**config.mk**
```make
export PLATFORM = sky130hd
export DESIGN_NAME = dmem_responder
export DESIGN_NICKNAME = d
export VERILOG_FILES = /design/src/rtl/dmem_responder_pkg.sv /design/src/rtl/dmem_write_buffer.sv /design/src/rtl/dmem_responder.sv
export SDC_FILE = /design/constraint.sdc
export NUM_CORES = 1
export LEC_CHECK = 0
export ABC_AREA = 1
export BUFFER_PORTS_ARGS = -buffer_cell sky130_fd_sc_hd__buf_2
export CORE_MARGIN = 4
export CORE_UTILIZATION = 25
export CTS_CLUSTER_DIAMETER = 40
export CTS_CLUSTER_SIZE = 16
export DETAILED_ROUTE_END_ITERATION = 6
export GPL_TIMING_DRIVEN = 0
export PLACE_DENSITY = 0.43
export SLEW_MARGIN = 0
export SYNTH_ARGS = -nofsm -noshare
export SYNTH_HDL_FRONTEND = slang
export SYNTH_SLANG_ARGS = --single-unit
```
**constraint.sdc**
```tcl
create_clock -name clock -period 4.4 [get_ports clock]
set_input_delay 0.66 -clock clock [delete_from_list [all_inputs] [get_ports clock]]
set_output_delay 0.66 -clock clock [all_outputs]
set_load 0.01 [all_outputs]
```
**src/rtl/dmem_responder_pkg.sv**
```systemverilog
// Shared definitions for the data-side memory responder.
package dmem_responder_pkg;

    localparam int unsigned DMEM_DATA_WIDTH = 32;
    localparam int unsigned BE_WIDTH        = DMEM_DATA_WIDTH / 8;

    typedef enum logic [1:0] {
        ST_IDLE     = 2'd0,
        ST_RD_ISSUE = 2'd1,
        ST_RD_WAIT  = 2'd2,
        ST_WB_DRAIN = 2'd3
    } dmem_state_e;

endpackage

```
**src/rtl/dmem_write_buffer.sv**
```systemverilog
// Single-entry posted-write buffer with word-address match flags.
module dmem_write_buffer
    import dmem_responder_pkg::*;
#(
    parameter int unsigned DATA_WIDTH   = DMEM_DATA_WIDTH,
    parameter int unsigned ADDRESS_BITS = 20
) (
    input  logic                      clock,
    input  logic                      reset,
    input  logic                      fill,
    input  logic                      clear,
    input  logic [ADDRESS_BITS-1:0]   fill_addr,
    input  logic [DATA_WIDTH-1:0]     fill_data,
    input  logic [DATA_WIDTH/8-1:0]   fill_be,
    input  logic [ADDRESS_BITS-3:0]   req_word,
    output logic                      wb_valid,
    output logic [ADDRESS_BITS-1:0]   wb_addr,
    output logic [DATA_WIDTH-1:0]     wb_data,
    output logic [DATA_WIDTH/8-1:0]   wb_be,
    output logic                      full_match,
    output logic                      partial_match
);

    logic word_match;
    logic be_full;

    // Entry storage: fill takes precedence, clear retires the drained write.
    always_ff @(posedge clock or negedge reset) begin
        if (!reset) begin
            wb_valid <= 1'b0;
            wb_addr  <= '0;
            wb_data  <= '0;
            wb_be    <= '0;
        end else if (fill) begin
            wb_valid <= 1'b1;
            wb_addr  <= fill_addr;
            wb_data  <= fill_data;
            wb_be    <= fill_be;
        end else if (clear) begin
            wb_valid <= 1'b0;
        end
    end

    // Match flags against the presented request's word address.
    always_comb begin
        word_match    = (req_word == wb_addr[ADDRESS_BITS-1:2]);
        be_full       = &wb_be;
        full_match    = wb_valid & word_match & be_full;
        partial_match = wb_valid & word_match & ~be_full;
    end

endmodule

```
**src/rtl/dmem_responder.sv**
```systemverilog
// Data-side memory responder: load/store acceptance, store-to-load
// forwarding from a posted-write buffer, and the main-memory request port.
module dmem_responder
    import dmem_responder_pkg::*;
#(
    parameter int unsigned DATA_WIDTH   = DMEM_DATA_WIDTH,
    parameter int unsigned ADDRESS_BITS = 20
) (
    input  logic                      clock,
    input  logic                      reset,
    input  logic                      req_valid,
    input  logic                      req_write,
    input  logic [ADDRESS_BITS-1:0]   req_addr,
    input  logic [DATA_WIDTH-1:0]     req_wdata,
    input  logic [DATA_WIDTH/8-1:0]   req_byte_en,
    output logic                      req_ready,
    output logic                      stall,
    output logic [DATA_WIDTH-1:0]     load_data,
    output logic [ADDRESS_BITS-1:0]   load_data_addr,
    output logic                      load_data_valid,
    output logic                      mem_req_valid,
    output logic                      mem_req_write,
    output logic [ADDRESS_BITS-1:0]   mem_addr,
    output logic [DATA_WIDTH-1:0]     mem_wdata,
    output logic [DATA_WIDTH/8-1:0]   mem_byte_en,
    input  logic                      mem_req_ready,
    input  logic                      mem_rsp_valid,
    input  logic [DATA_WIDTH-1:0]     mem_rsp_data
);

    dmem_state_e               state, next_state;
    logic [ADDRESS_BITS-1:0]   rd_addr;

    logic                      wb_fill, wb_clear;
    logic                      wb_valid;
    logic [ADDRESS_BITS-1:0]   wb_addr;
    logic [DATA_WIDTH-1:0]     wb_data;
    logic [DATA_WIDTH/8-1:0]   wb_be;
    logic                      full_match, partial_match;

    logic                      fwd_fire, miss_fire, rsp_fire;

    dmem_write_buffer #(
        .DATA_WIDTH   (DATA_WIDTH),
        .ADDRESS_BITS (ADDRESS_BITS)
    ) u_wbuf (
        .clock         (clock),
        .reset         (reset),
        .fill          (wb_fill),
        .clear         (wb_clear),
        .fill_addr     (req_addr),
        .fill_data     (req_wdata),
        .fill_be       (req_byte_en),
        .req_word      (req_addr[ADDRESS_BITS-1:2]),
        .wb_valid      (wb_valid),
        .wb_addr       (wb_addr),
        .wb_data       (wb_data),
        .wb_be         (wb_be),
        .full_match    (full_match),
        .partial_match (partial_match)
    );

    // FSM state register.
    always_ff @(posedge clock or negedge reset) begin
        if (!reset) begin
            state <= ST_IDLE;
        end else begin
            state <= next_state;
        end
    end

    // Next-state, acceptance and memory-port drive.
    always_comb begin
        next_state    = state;
        req_ready     = 1'b0;
        wb_fill       = 1'b0;
        wb_clear      = 1'b0;
        fwd_fire      = 1'b0;
        miss_fire     = 1'b0;
        rsp_fire      = 1'b0;
        mem_req_valid = 1'b0;
        mem_req_write = 1'b0;
        mem_addr      = '0;
        mem_wdata     = '0;
        mem_byte_en   = '0;
        unique case (state)
            ST_IDLE: begin
                if (req_valid && req_write && !wb_valid) begin
                    req_ready = 1'b1;
                    wb_fill   = 1'b1;
                end else if (req_valid && !req_write && !partial_match) begin
                    // Loads win over the drain; a partial match is excluded
                    // above so it falls through to the drain branch.
                    req_ready = 1'b1;
                    if (full_match) begin
                        fwd_fire = 1'b1;
                    end else begin
                        miss_fire  = 1'b1;
                        next_state = ST_RD_ISSUE;
                    end
                end else if (wb_valid) begin
                    next_state = ST_WB_DRAIN;
                end
            end
            ST_RD_ISSUE: begin
                mem_req_valid = 1'b1;
                mem_addr      = rd_addr;
                mem_byte_en   = '1;
                if (mem_req_ready) begin
                    next_state = ST_RD_WAIT;
                end
            end
            ST_RD_WAIT: begin
                if (mem_rsp_valid) begin
                    rsp_fire   = 1'b1;
                    next_state = ST_IDLE;
                end
            end
            ST_WB_DRAIN: begin
                mem_req_valid = 1'b1;
                mem_req_write = 1'b1;
                mem_addr      = wb_addr;
                mem_wdata     = wb_data;
                mem_byte_en   = wb_be;
                if (mem_req_ready) begin
                    wb_clear   = 1'b1;
                    next_state = ST_IDLE;
                end
            end
            default: next_state = ST_IDLE;
        endcase
    end

    always_comb stall = req_valid & ~req_ready;

    // Load return register and latched miss address.
    always_ff @(posedge clock or negedge reset) begin
        if (!reset) begin
            load_data       <= '0;
            load_data_addr  <= '0;
            load_data_valid <= 1'b0;
            rd_addr         <= '0;
        end else begin
            load_data_valid <= 1'b0;
            if (fwd_fire) begin
                load_data       <= wb_data;
                load_data_addr  <= req_addr;
                load_data_valid <= 1'b1;
            end else if (rsp_fire) begin
                load_data       <= mem_rsp_data;
                load_data_addr  <= rd_addr;
                load_data_valid <= 1'b1;
            end
            if (miss_fire) begin
                rd_addr <= req_addr;
            end
        end
    end

endmodule

```
# --- Yosys cells after proc, flatten, opt, wreduce, memory -nomap -nowiden ---
# Index checks and enable logic that the tools add are counted.
op_classes:
  n_bitwise: 6
  muxes: 38
  n_eq_ne: 10
  reduce_logical: 13
op_table:
  columns: ["cell", "n"]
  rows:
  - ["two-way mux 32 bit", 3]
  - ["two-way mux 20 bit", 2]
  - ["one-hot mux 20 bit (2 select lines)", 1]
  - ["two-way mux 1 bit", 23]
  - ["equality test 18 bit", 1]
  - ["two-way mux 2 bit", 7]
  - ["inequality test 2 bit (second input constant)", 4]
  - ["one-hot mux 2 bit (4 select lines)", 1]
  - ["one-hot mux 4 bit (2 select lines)", 1]
  - ["AND reduction 6 bit", 1]
  - ["bitwise AND 1 bit", 4]
  - ["equality test 2 bit (second input constant)", 2]
  - ["logical AND 1 bit", 4]
  - ["AND reduction 4 bit", 1]
  - ["nonzero test 2 bit", 2]
  - ["logical NOT 1 bit", 3]
  - ["inequality test 3 x 2 -> 1 bit (second input constant)", 1]
  - ["inequality test 3 bit (second input constant)", 1]
  - ["equality test 2 x 1 -> 1 bit (second input constant)", 1]
  - ["logical NOT 2 bit", 1]
  - ["NOT 1 bit", 2]
  - ["OR reduction 2 bit", 1]
word_totals:
  output_inout_bits: 113
  inputBits: 94
  regBits: 132

# --- Logic depth before layout (Yosys ltp) ---
# Gate-level depths: netlist (run 1).
logic_depth:
  ltp_word: 10
  ltp_mapped: 13
  mapped_depth_nobuf: 12

# --- By module ---
# A second synthesis (run 1) with hierarchy kept.
unflattened:
  cells_unflattened: 873
  area_unflattened_um2: 6281.0
by_module_without_submodules:
  columns: ["module", "instances", "seq_area_each_um2", "cells_per_inst", "area_per_inst_um2"]
  rows:
  - ["dmem_responder", 1, 1876.8, 552, 3809.9]
  - ["dmem_write_buffer", 1, 1426.4, 321, 2471.1]

# --- Worst setup path before layout (run 1) ---
# OpenSTA, ideal clock, no wires.
synth_timing:
  kind: "input port to output port"
  from: "in req_addr[9]"
  to: "out stall"
  stages: 10
  arrival_ns: 1.644
  path_buffers: 0
  path_slack_ns: 2.096
  path_cell_list: "inv_1 -> nand2_1 -> nand2_1 -> nor2_1 -> nand2_1 -> nor2_1 -> nand3_1 -> nand3_1 -> nand3_1 -> nor2_1"
synth_via:
  elab_chain_cells: 10
synth_lines:
  columns: ["element", "line_no", "text"]
  rows:
  - ["start, declared", "dmem_responder.sv:13", "input logic [ADDRESS_BITS-1:0] req_addr,"]
  - ["equality test 18 bit", "dmem_write_buffer.sv:46", "word_match = (req_word == wb_addr[ADDRESS_BITS-1:2]);"]
  - ["bitwise AND 1 bit (2 in a row)", "dmem_write_buffer.sv:49", "partial_match = wb_valid & word_match & ~be_full;"]
  - ["logical NOT 1 bit", "dmem_responder.sv:91", "end else if (req_valid && !req_write && !partial_match) begin"]
  - ["logical AND 1 bit", "dmem_responder.sv:91", null]
  - ["two-way mux 1 bit", "dmem_responder.sv:91", null]
  - ["two-way mux 1 bit", "dmem_responder.sv:88", "if (req_valid && req_write && !wb_valid) begin"]
  - ["two-way mux 1 bit", "dmem_responder.sv:86", "unique case (state)"]
  - ["via req_ready", "dmem_responder.sv:16", "output logic req_ready,"]
  - ["NOT 1 bit", "dmem_responder.sv:134", "always_comb stall = req_valid & ~req_ready;"]
  - ["bitwise AND 1 bit", "dmem_responder.sv:134", null]
  - ["end, declared", "dmem_responder.sv:17", "output logic stall,"]
# The timed path passes the listed nets, and every way through them passes these cells.

# --- Worst setup path in the final report (run 1) ---
layout_timing:
  from: "reg state[0]"
  to: "out mem_wdata[15]"
layout_via:
  elab_chain_cells: 2
layout_lines:
  columns: ["element", "line_no", "text"]
  rows:
  - ["start, declared", "dmem_responder.sv:31", "dmem_state_e state, next_state;"]
  - ["start signal, assigned", "dmem_responder.sv:68", "state <= next_state;"]
  - ["equality test 2 bit", "dmem_responder.sv:86", null]
  - ["two-way mux 32 bit", "dmem_responder.sv:86", null]
  - ["end, declared", "dmem_responder.sv:24", "output logic [DATA_WIDTH-1:0] mem_wdata,"]
# Every way passes these cells.

==> reports/metrics.yaml, run 1 <==
run_status:
  outcome: "finished, final reports clean"
synth:
  synthTopCellsByArea: "dfrtp_1, nand2_1, o211ai_2"
  synth_top_area_share_pct: 51.1
  muxShareOfSynthArea_pct: 0
  synth-simple-area-share_pct: 23.1
  synth-adder-area-share_pct: 0
  syn_area_per_cell_um2: 8.31
  synth_top_family_by_area: "simple AND/OR/NAND/NOR gates"
  yosysMostFrequentCell: "nand2_1"
  ys_seq_elements: 132
  yosys.area.top_type: "dfrtp_1"
  synth_cell_types: 25
  synth_compound_area_share_pct: 16.9
  async_flop_share_pct: 100
  synth_commonest_cells: "nand2_1, dfrtp_1, o21ai_0"
  ys_warn_count: 0
  syn_inst: 778
  synthFlopType: "dfrtp_1"
  synth_edf_count: 0
  synth_fp_nets: 872
  seq_area_frac_synth_pct: 51.1
  synthesis.area_um2: 6470
  synth-xor-area-share_pct: 0.406
finish:
  antenna_cells: 0
  area_delta_synth_final_pct: 32.0
  nets: 1098
  multiInputGateArea_um2: 2610
  utilization_pct: 33.7
  num-fill-cells: 2728
  regArea_um2: 3300
  layout-drive-gt1-share_pct: 30.2
  postLayoutCellArea_um2: 8540
power_and_ir_drop:
  p_per_area_nw_per_um2: 689
  p_leak_uw: 0.00448
  peakVddDrop_v: 0.000258
floorplan:
  die_h_um: 169
  ios: 207
  die_w_um: 169
  die_area_um2: 28500
  start_util_pct: 25.5
  core_um2: 25300
  fp-row-count: 58
critical_path:
  r2r_slack_ns: 2.24
  cp.required_ns: 3.74
  cp-start-kind: "flip-flop"
  worstSetupEndpointType: "output pin"
  critPathArrivalTime_ns: 2.41
  reg2reg_to: "load_data_addr[6]"
  reg2reg_from: "u_wbuf.wb_addr[16]"
  crit_type: "flip-flop to output pin"
  critPathMaxFanout: 10
  crit_path_start: "state[0]"
  reg2reg_depth: 6
routing:
  drc_errors: 0
  dr_total_vias: 6079
  antenna_left: 0
  drt_iter0_drc: 356
  detail_route.wl_per_cell_um: 17.8
  routed_via_density: 4.51
  drt_wl_total_mm: 23.9
  first_pass_iters: 5
placement:
  dpl_cell_area_um2: 7950
  hpwl_mm: 17.3
  place_congestion: 0.835
  port-buffer-count: 206
clock_network:
  clkSinkCount: 132
  cts_hold_buf: 0
  htree_levels: 4
  numCtsBuffers: 17
  post_cts_resized: 0
  clock_latency_ns: 0.42
  root_buffer: "clkbuf_16"
  cts_setup_buffers: 0
  clk_pin_slew_ns: 0.06
  clockBufferDepth: 2
  cts_tree: "yes"
grt:
  grt_pass1_wl_mm: 37.0
  grt_pass1_vias: 6265
  grt_max_degree: 68
  antenna_found_initial: 0
  grt_overflow: 0
  groute.usage.overall_pct: 16.9
timing:
  final-setup-viol-count: 0
  hold_viol_final: 0
  finalCriticalPeriod_ns: 3.07
  fmax_mhz: 325
  clock_skew_ns: 0.0119
  maxSlewViolCount: 0
  maxSlewHeadroom_pct: 52.0
  setup_tns_ns: 0
  tightest_slew_ns: 0.720
  rsz0062_at_grt: "false"
  period_share_pct: 69.8
min_path:
  hold_class: "input pin to async pin"
flow_run:
  cap_violations: 0
## layout make-up
class	instances	share of cell area, %
repair buffers	207	12.5
clock buffers	18	5.15
multi-input cells	514	30.6
flip-flops and latches	132	38.7
inverters	84	3.69
plain buffers	48	2.77
clock inverters	14	1.77
well taps	330	4.84
## worst max-delay path by stage
stage                        end  cells past startpoint
2_1_floorplan              stall                     10
3_3_place_gp   load_data_addr[5]                      1
3_5_place_dp       mem_wdata[15]                      6
4_1_cts            mem_wdata[23]                      6
5_1_grt            mem_wdata[23]                      6
6_report           mem_wdata[15]                      6
## metal layers
layer	track usage [%]	part of all wire (%)	wire [µm]	vias to the layer above
li1	-	-	-	2980
met3	3.74	5.8	1380	20
met1	24.3	48	11500	2889
met4	4.66	1.6	379	0
met2	25.5	44	10700	190
met5	0	0	0	-
## report_power, final
group,internal (µW),total (µW),switching (µW)
clock,856,1460,601
sequential,1780,2080,302
combinational,847,2340,1500
total,3480,5880,2400
## cell families (layout without fill, tap and decap cells)
| family | Yosys count | after routing |
|---|---|---|
| flops | 132 | 132 |
| xor+xnor | 3 | 3 |
| buf+inv | 132 | 371 |
| simple gates | 358 | 358 |
| compound gates | 153 | 153 |
## registers in the layout (all words and copies together) (netlist names)
signal / cells
state: 2
u_wbuf.wb_data: 32
u_wbuf.wb_valid: 1
u_wbuf.wb_be: 4
u_wbuf.wb_addr: 20
rd_addr: 20
load_data_addr: 20
load_data_valid: 1
load_data: 32
## through the flow
| stage | cells | worst slack (ns) | hold slack [ns] | power (µW) |
|---|---|---|---|---|
| floorplan | 778 | 2.10 | 0.364 | 3490 |
| global placement | 1314 | 0.504 | 0.469 | 4470 |
| detailed placement | 1315 | 1.69 | 0.478 | 4490 |
| CTS | 1347 | 1.27 | 0.260 | 5970 |
| global route | 1347 | 1.12 | 0.268 | 6360 |
| finish | 1347 | 1.33 | 0.228 | 5880 |
## cells in the final DEF (no fill, tap or decap)
cell type	instances
buf_2	220
nand2_1	216
dfrtp_1	132
o21ai_0	94
nand3_1	81
inv_1	80
nor2_1	52
o211ai_2	39
clkbuf_1	25
clkbuf_16	17
o211ai_1	13
buf_6	6
a21oi_1	5
inv_6	4
buf_1	3
inv_2	3
xnor2_1	3
clkinv_2	3
clkinv_4	3
nor2_2	2
nand4_1	2
bufinv_16	2
clkinvlp_4	2
o21ai_1	1
and3_1	1
nor2_4	1
nand4_2	1
nor3_4	1
nor3_2	1
clkinv_1	1
a21boi_0	1
clkbuf_8	1
buf_16	1
## critical path, cell delays in order (launching register included)
cell,delay [ns]
dfrtp_1,0.35
buf_2,0.20
nand2_1,0.14
clkbuf_1,0.55
clkbuf_1,0.48
nor2_1,0.11
buf_2,0.17
Power figures use the tool's default switching activity.
==> run 2: changes to the inputs <==
--- a/config.mk
+++ b/config.mk
@@ -13,7 +13,7 @@
 export CTS_CLUSTER_SIZE = 16
 export DETAILED_ROUTE_END_ITERATION = 6
 export GPL_TIMING_DRIVEN = 0
-export PLACE_DENSITY = 0.43
+export PLACE_DENSITY = 0.45
 export SLEW_MARGIN = 0
 export SYNTH_ARGS = -nofsm -noshare
 export SYNTH_HDL_FRONTEND = slang
==> constraint.sdc (replaced) <==
create_clock -name clock -period 2.65 [get_ports clock]
set_input_delay 0.3975 -clock clock [delete_from_list [all_inputs] [get_ports clock]]
set_output_delay 0.3975 -clock clock [all_outputs]
set_load 0.01 [all_outputs]
==> run 2 against run 1 <==
Effect of this change: routed wire length fell by 0.59%; largest power group unchanged; worst hold slack got worse by 0.043 ns; die area did not move; critical path depth did not move.
==> reports/metrics.yaml, run 2 (synthesis results as in run 1) <==
run_status:
  outcome: "finished, final reports clean"
critical_path:
  reg2reg_from: "state[0]"
  worstSetupEndpointType: "output pin"
  cp.required_ns: 2.25  # -1.49 ns
  cp_slowest_cell: "dfrtp_1"
  critPathArrivalTime_ns: 2.07  # -0.34 ns
  crit_chain: "buf_2 -> nand2_1 -> clkbuf_2 -> clkbuf_2 -> nor2_1 -> buf_2"
  reg2reg_depth: 8  # +2
  reg2reg_to: "load_data_addr[6]"
  cpPeakStageDelay_ns: 0.32  # -0.23 ns
  r2r_slack_ns: 0.53  # -1.71 ns
  cp-start-kind: "flip-flop"
  crit_type: "flip-flop to output pin"
  critPathMaxFanout: 10  # unchanged
timing:
  setup_tns_ns: 0  # unchanged
  final-setup-viol-count: 0  # unchanged
  clock_skew_ns: 0.0152  # +0.00322 ns
  hold_viol_final: 0  # unchanged
  tightest_slew_ns: 0.659  # -0.0601 ns
  maxSlewViolCount: 0  # unchanged
  period_share_pct: 93.2
  rsz0062_at_grt: "false"
  fmax_mhz: 405
  maxSlewHeadroom_pct: 56.0  # +4.0 points
  finalCriticalPeriod_ns: 2.47
grt:
  grt_max_degree: 89  # +31%
  grt_pass1_wl_mm: 36.5  # -1.4%
  grt_pass1_vias: 6144  # -1.9%
  groute.usage.overall_pct: 16.5  # -0.35 points
  grt_overflow: 0  # unchanged
  antenna_found_initial: 0  # unchanged
routing:
  first_pass_iters: 4  # -1
  detail_route.wl_per_cell_um: 17.7  # -0.66%
  dr_total_vias: 6163  # +1.4%
  drt_wl_total_mm: 23.8  # -0.59%
  drt_iter0_drc: 379  # +6.5%
  antenna_left: 0  # unchanged
  routed_via_density: 4.57  # +1.3%
  drc_errors: 0  # unchanged
finish:
  layout_commonest_cell: "buf_2"
  area_delta_synth_final_pct: 32.6
  postLayoutCellArea_um2: 8580  # +0.50%
  nets: 1099  # +0.091%
  reg_top3: "load_data x32, u_wbuf.wb_data x32"
  utilization_pct: 33.9  # +0.17 points
  final_cells: 1348  # +0.074%
  layout-drive-gt1-share_pct: 30.6  # +0.36 points
  antenna_cells: 0  # unchanged
  layout_common_cells: "buf_2, nand2_1, dfrtp_1, o21ai_0, nand3_1"
placement:
  placed_cells: 1315  # unchanged
  dpl_cell_area_um2: 7950  # unchanged
  hpwl_mm: 17.2  # -0.87%
  place_congestion: 0.809  # -3.2%
  port-buffer-count: 206  # unchanged
clock_network:
  clk_pin_slew_ns: 0.06  # about the same
  numCtsBuffers: 17  # unchanged
  cts_setup_buffers: 0  # unchanged
  clkSinkCount: 132  # unchanged
  clock_latency_ns: 0.42  # about the same
  htree_levels: 4  # unchanged
  clockBufferDepth: 2  # unchanged
  root_buffer: "clkbuf_16"
  cts_tree: "yes"
min_path:
  hold_class: "input pin to flip-flop"
  hp-start: "req_wdata[1]"
  hold_depth: 3
  hold_end: "u_wbuf.wb_data[1]"
floorplan:
  die_h_um: 169  # unchanged
  die_w_um: 169  # unchanged
  core_um2: 25300  # unchanged
  die_area_um2: 28500  # unchanged
  ios: 207  # unchanged
  fp-row-count: 58  # unchanged
  start_util_pct: 25.5  # unchanged
power_and_ir_drop:
  peakVddDrop_v: 0.000401  # +55%
  p_per_area_nw_per_um2: 1150  # +67%
  p_leak_uw: 0.00451  # +0.76%
  finalPower_uw: 9880  # +68%
flow_run:
  cap_violations: 0  # unchanged
[run 2: cell types whose count changed in the layout (fill, tap and decap cells not counted)]
cell           before  now
clkinvlp_4          2    1
clkbuf_8            1    0
clkbuf_2            0    6
clkinv_2            3    4
dlygate4sd3_1       0    1
clkbuf_1           25   21
bufinv_16           2    4
inv_6               4    1
[run 2: metal layers]
layer | routed length (µm) | GRT usage, % | vias up
li1 | - | - | 2985
met1 | 11200 | 23.3 | 2966
met2 | 10900 | 25.9 | 199
met3 | 1470 | 3.99 | 13
met4 | 190 | 3.35 | 0
met5 | 0 | 0 | -
[run 2: final cells by class]
cell class	instances	area (µm²)
flip-flops and latches	132	3300
clock inverters	13	183
well taps	330	413
plain buffers	48	244
inverters	84	315
repair buffers	208	1070
fillers	2726	16700
multi-input cells	514	2610
clock buffers	19	433
[run 2: through the flow]
| step | hold slack (ns) | setup slack (ns) |
|---|---|---|
| floorplan | 0.102 | 0.871 |
| global placement | 0.470 | -0.959 |
| detailed placement | 0.362 | 0.194 |
| CTS | 0.171 | 0.0104 |
| global route | 0.184 | 0.00131 |
| finish | 0.185 | 0.180 |
[run 2: critical path, delay by kind of cell (launching register included)]
family                 cells  cell delay (ns)
and+or+nand+nor            2             0.36
DFF                        1             0.32
buffers and inverters      4             0.98
[run 2: how the worst max path moves through the flow]
stage,cells after the start,end,start
floorplan,10,stall,req_addr[9]
global placement,1,load_data[27],reset
detailed placement,6,mem_wdata[14],state[0]
CTS,5,mem_addr[19],state[0]
global route,11,stall,u_wbuf.wb_addr[5]
finish,6,mem_wdata[30],state[0]
[run 2: report_power, final]
group | leakage [µW] | total (µW) | switching, µW | internal (µW)
Clock | 0.000301 | 2530 | 958 | 1580
Sequential | 0.00164 | 3460 | 508 | 2950
Combinational | 0.00257 | 3890 | 2470 | 1420
[run 2: timing repair]
| action | CTS | global route |
|---|---|---|
| endpoints found under the hold margin | 44 | 0 |
| hold buffers | 1 | 0 |
| resized for setup | 2 | 8 |
| setup endpoints to repair | 20 | 18 |
==> run 3: changes to the inputs <==
--- a/config.mk
+++ b/config.mk
@@ -5,7 +5,6 @@
 export SDC_FILE = /design/constraint.sdc
 export NUM_CORES = 1
 export LEC_CHECK = 0
-export ABC_AREA = 1
 export BUFFER_PORTS_ARGS = -buffer_cell sky130_fd_sc_hd__buf_2
 export CORE_MARGIN = 4
 export CORE_UTILIZATION = 25
==> run 3 against run 2 <==
Effect of this change: utilization is 0.58 points higher; worst hold slack better by 0.015 ns; register-to-register slack worse by 0.10 ns; sequential share of layout area is 1.0 points higher.
==> reports/metrics.yaml, run 3 <==
synth:
  synth_commonest_cells: "dfrtp_1, mux2_2, and2_1"
  syn_area_per_cell_um2: 12.7  # +53%
  synth_fp_nets: 579  # -34%
  synth_top_area_share_pct: 53.7  # +2.6 points
  synth_cell_types: 33  # +32%
  synthTopCellsByArea: "dfrtp_1, mux2_2, a221o_1"
  ys_warn_count: 0  # unchanged
  synthesis.area_um2: 6150  # -4.9%
  async_flop_share_pct: 100  # unchanged
  synthFlopType: "dfrtp_1"
  syn_inst: 485  # -38%
  yosysMostFrequentCell: "dfrtp_1"
  ys_seq_elements: 132  # unchanged
  synth_edf_count: 0  # unchanged
  seq_area_frac_synth_pct: 53.7  # +2.6 points
  yosys.area.top_type: "dfrtp_1"
placement:
  hpwl_mm: 14.5  # -16%
  placed_cells: 1016  # -23%
  dpl_cell_area_um2: 7620  # -4.0%
  port-buffer-count: 206  # unchanged
  place_congestion: 0.725  # -10%
routing:
  drt_iter0_drc: 282  # -26%
  drc_errors: 0  # unchanged
  drt_wl_total_mm: 20.2  # -15%
  routed_via_density: 4.56  # -0.32%
  first_pass_iters: 4  # unchanged
  antenna_left: 0  # unchanged
  detail_route.wl_per_cell_um: 19.2  # +8.6%
  dr_total_vias: 4799  # -22%
critical_path:
  crit_type: "flip-flop to output pin"
  crit_chain: "xnor2_2 -> nand4_1 -> nor3_4 -> a21oi_4 -> or3_4 -> buf_6"
  cp-start-kind: "flip-flop"
  cpPeakStageDelay_ns: 0.41  # +0.09 ns
  critPathMaxFanout: 4  # -6
  worstSetupEndpointType: "output pin"
  critPathArrivalTime_ns: 2.13  # +0.06 ns
  cp_slowest_cell: "dfrtp_1"
  cp.required_ns: 2.25  # about the same
timing:
  tightest_slew_ns: 0.543  # -0.116 ns
  finalCriticalPeriod_ns: 2.53  # +0.0562 ns
  fmax_mhz: 396  # -2.2%
  clock_skew_ns: 0.0177  # +0.00252 ns
  setup_tns_ns: 0  # unchanged
  hold_viol_final: 0  # unchanged
  final-setup-viol-count: 0  # unchanged
  maxSlewViolCount: 0  # unchanged
  period_share_pct: 95.3  # +2.1 points
  rsz0062_at_grt: "false"
  maxSlewHeadroom_pct: 63.8  # +7.7 points
grt:
  grt_pass1_vias: 5079  # -17%
  grt_pass1_wl_mm: 30.2  # -17%
  grt_max_degree: 83  # -6.7%
  groute.usage.overall_pct: 14.7  # -1.8 points
  grt_overflow: 0  # unchanged
  antenna_found_initial: 0  # unchanged
clock_network:
  root_buffer: "clkbuf_16"
  clk_pin_slew_ns: 0.07  # about the same
  cts_tree: "yes"
  clockBufferDepth: 2  # unchanged
  htree_levels: 4  # unchanged
  numCtsBuffers: 17  # unchanged
  clkSinkCount: 132  # unchanged
  clock_latency_ns: 0.43  # about the same
floorplan:
  die_w_um: 165  # -2.3%
  ios: 207  # unchanged
  start_util_pct: 25.4  # -0.16 points
  die_h_um: 165  # -2.3%
  die_area_um2: 27200  # -4.6%
  fp-row-count: 57  # -1.7%
  core_um2: 24200  # -4.3%
finish:
  final_cells: 1053  # -22%
  utilization_pct: 34.4  # +0.58 points
  regArea_um2: 3300  # unchanged
  antenna_cells: 0  # unchanged
  layout-drive-gt1-share_pct: 48.0  # +17 points
  layout_commonest_cell: "buf_2"
  postLayoutCellArea_um2: 8350  # -2.6%
  layout_common_cells: "buf_2, dfrtp_1, mux2_2, and2_1, a221o_1"
  multiInputGateArea_um2: 2650  # +1.5%
  nets: 810  # -26%
  area_delta_synth_final_pct: 35.7
  num-fill-cells: 2487  # -8.8%
  reg_top3: "load_data x32, u_wbuf.wb_data x32"
power_and_ir_drop:
  p_leak_uw: 0.00413  # -8.5%
  peakVddDrop_v: 0.000458  # +14%
  p_per_area_nw_per_um2: 1200  # +4.5%
min_path:
  hold_class: "input pin to flip-flop"
run_status:
  outcome: "finished, final reports clean"
flow_run:
  cap_violations: 0  # unchanged
-- run 3: final cells by class --
cell class / count / area share, %
tap: 324 / 4.85
clock buffer: 19 / 5.42
sequential: 132 / 39.5
timing repair buffer: 214 / 13.5
buffer: 38 / 2.64
multi-input combinational: 308 / 31.8
inverter: 5 / 0.225
clock inverter: 13 / 2.08
-- run 3: timing repair --
item	4_1_cts	5_1_grt
hold endpoints to repair	50	0
pin swaps	4	7
setup buffers	4	2
setup endpoints to repair	32	12
hold buffers	1	0
gates resized for setup	15	8
-- run 3: per-stage QoR --
| stage | hold WS, ns | power (µW) | setup WS, ns |
|---|---|---|---|
| CTS | 0.186 | 10200 | -0.107 |
| global route | 0.182 | 10700 | 0.00287 |
| finish | 0.199 | 10100 | 0.124 |
| global placement | 0.486 | 7500 | -0.743 |
| detailed placement | 0.392 | 7590 | -0.242 |
| floorplan | 0.102 | 5950 | 0.558 |
-- run 3: per-layer routing --
metal  up-vias  part of all wire (%)  GRT usage [%]  wire, µm
li1       2238                     -              -         -
met2       153                    47           23.9      9450
met4         0                   1.3           3.97       270
met1      2394                    46           19.3      9220
met3        14                   6.2           3.89      1250
met5         -                     0              0         0
-- run 3: final timing paths --
kind                                     from                 end  slack, ns  cells after the start
setup / recovery           u_wbuf.wb_addr[15]           req_ready       0.12                      6
hold / removal                  req_wdata[11]  u_wbuf.wb_data[11]       0.20                      2
hold reg to reg                 load_data[24]       load_data[24]       0.50                      1
min in group asynchronous               reset       load_data[26]       0.50                      2
setup reg to reg           u_wbuf.wb_addr[15]          rd_addr[3]       0.43                      8
max in group asynchronous               reset  load_data_addr[15]       1.35                      3
-- run 3: logic make-up after synthesis --
group	Yosys count	share of synthesized area, %
flops	132	53.7
simple gates	130	13.1
mux	92	16.4
compound gates	68	10.3
buf+inv	45	3.88
xor+xnor	18	2.56
-- run 3: critical path: cells and delay by family (launching register included) --
| family | cells | cell delay (ns) |
|---|---|---|
| and+or+nand+nor | 3 | 0.86 |
| AOI/OAI and AO/OA | 1 | 0.12 |
| xor gates and xnor gates | 1 | 0.20 |
| DFF | 1 | 0.41 |
| buffers and inverters | 1 | 0.13 |
-- run 3: power breakdown --
part	switching (µW)	internal [µW]	total (µW)
Combinational	1890	1950	3840
Clock	969	1550	2510
Sequential	699	3000	3700
Total	3560	6500	10100
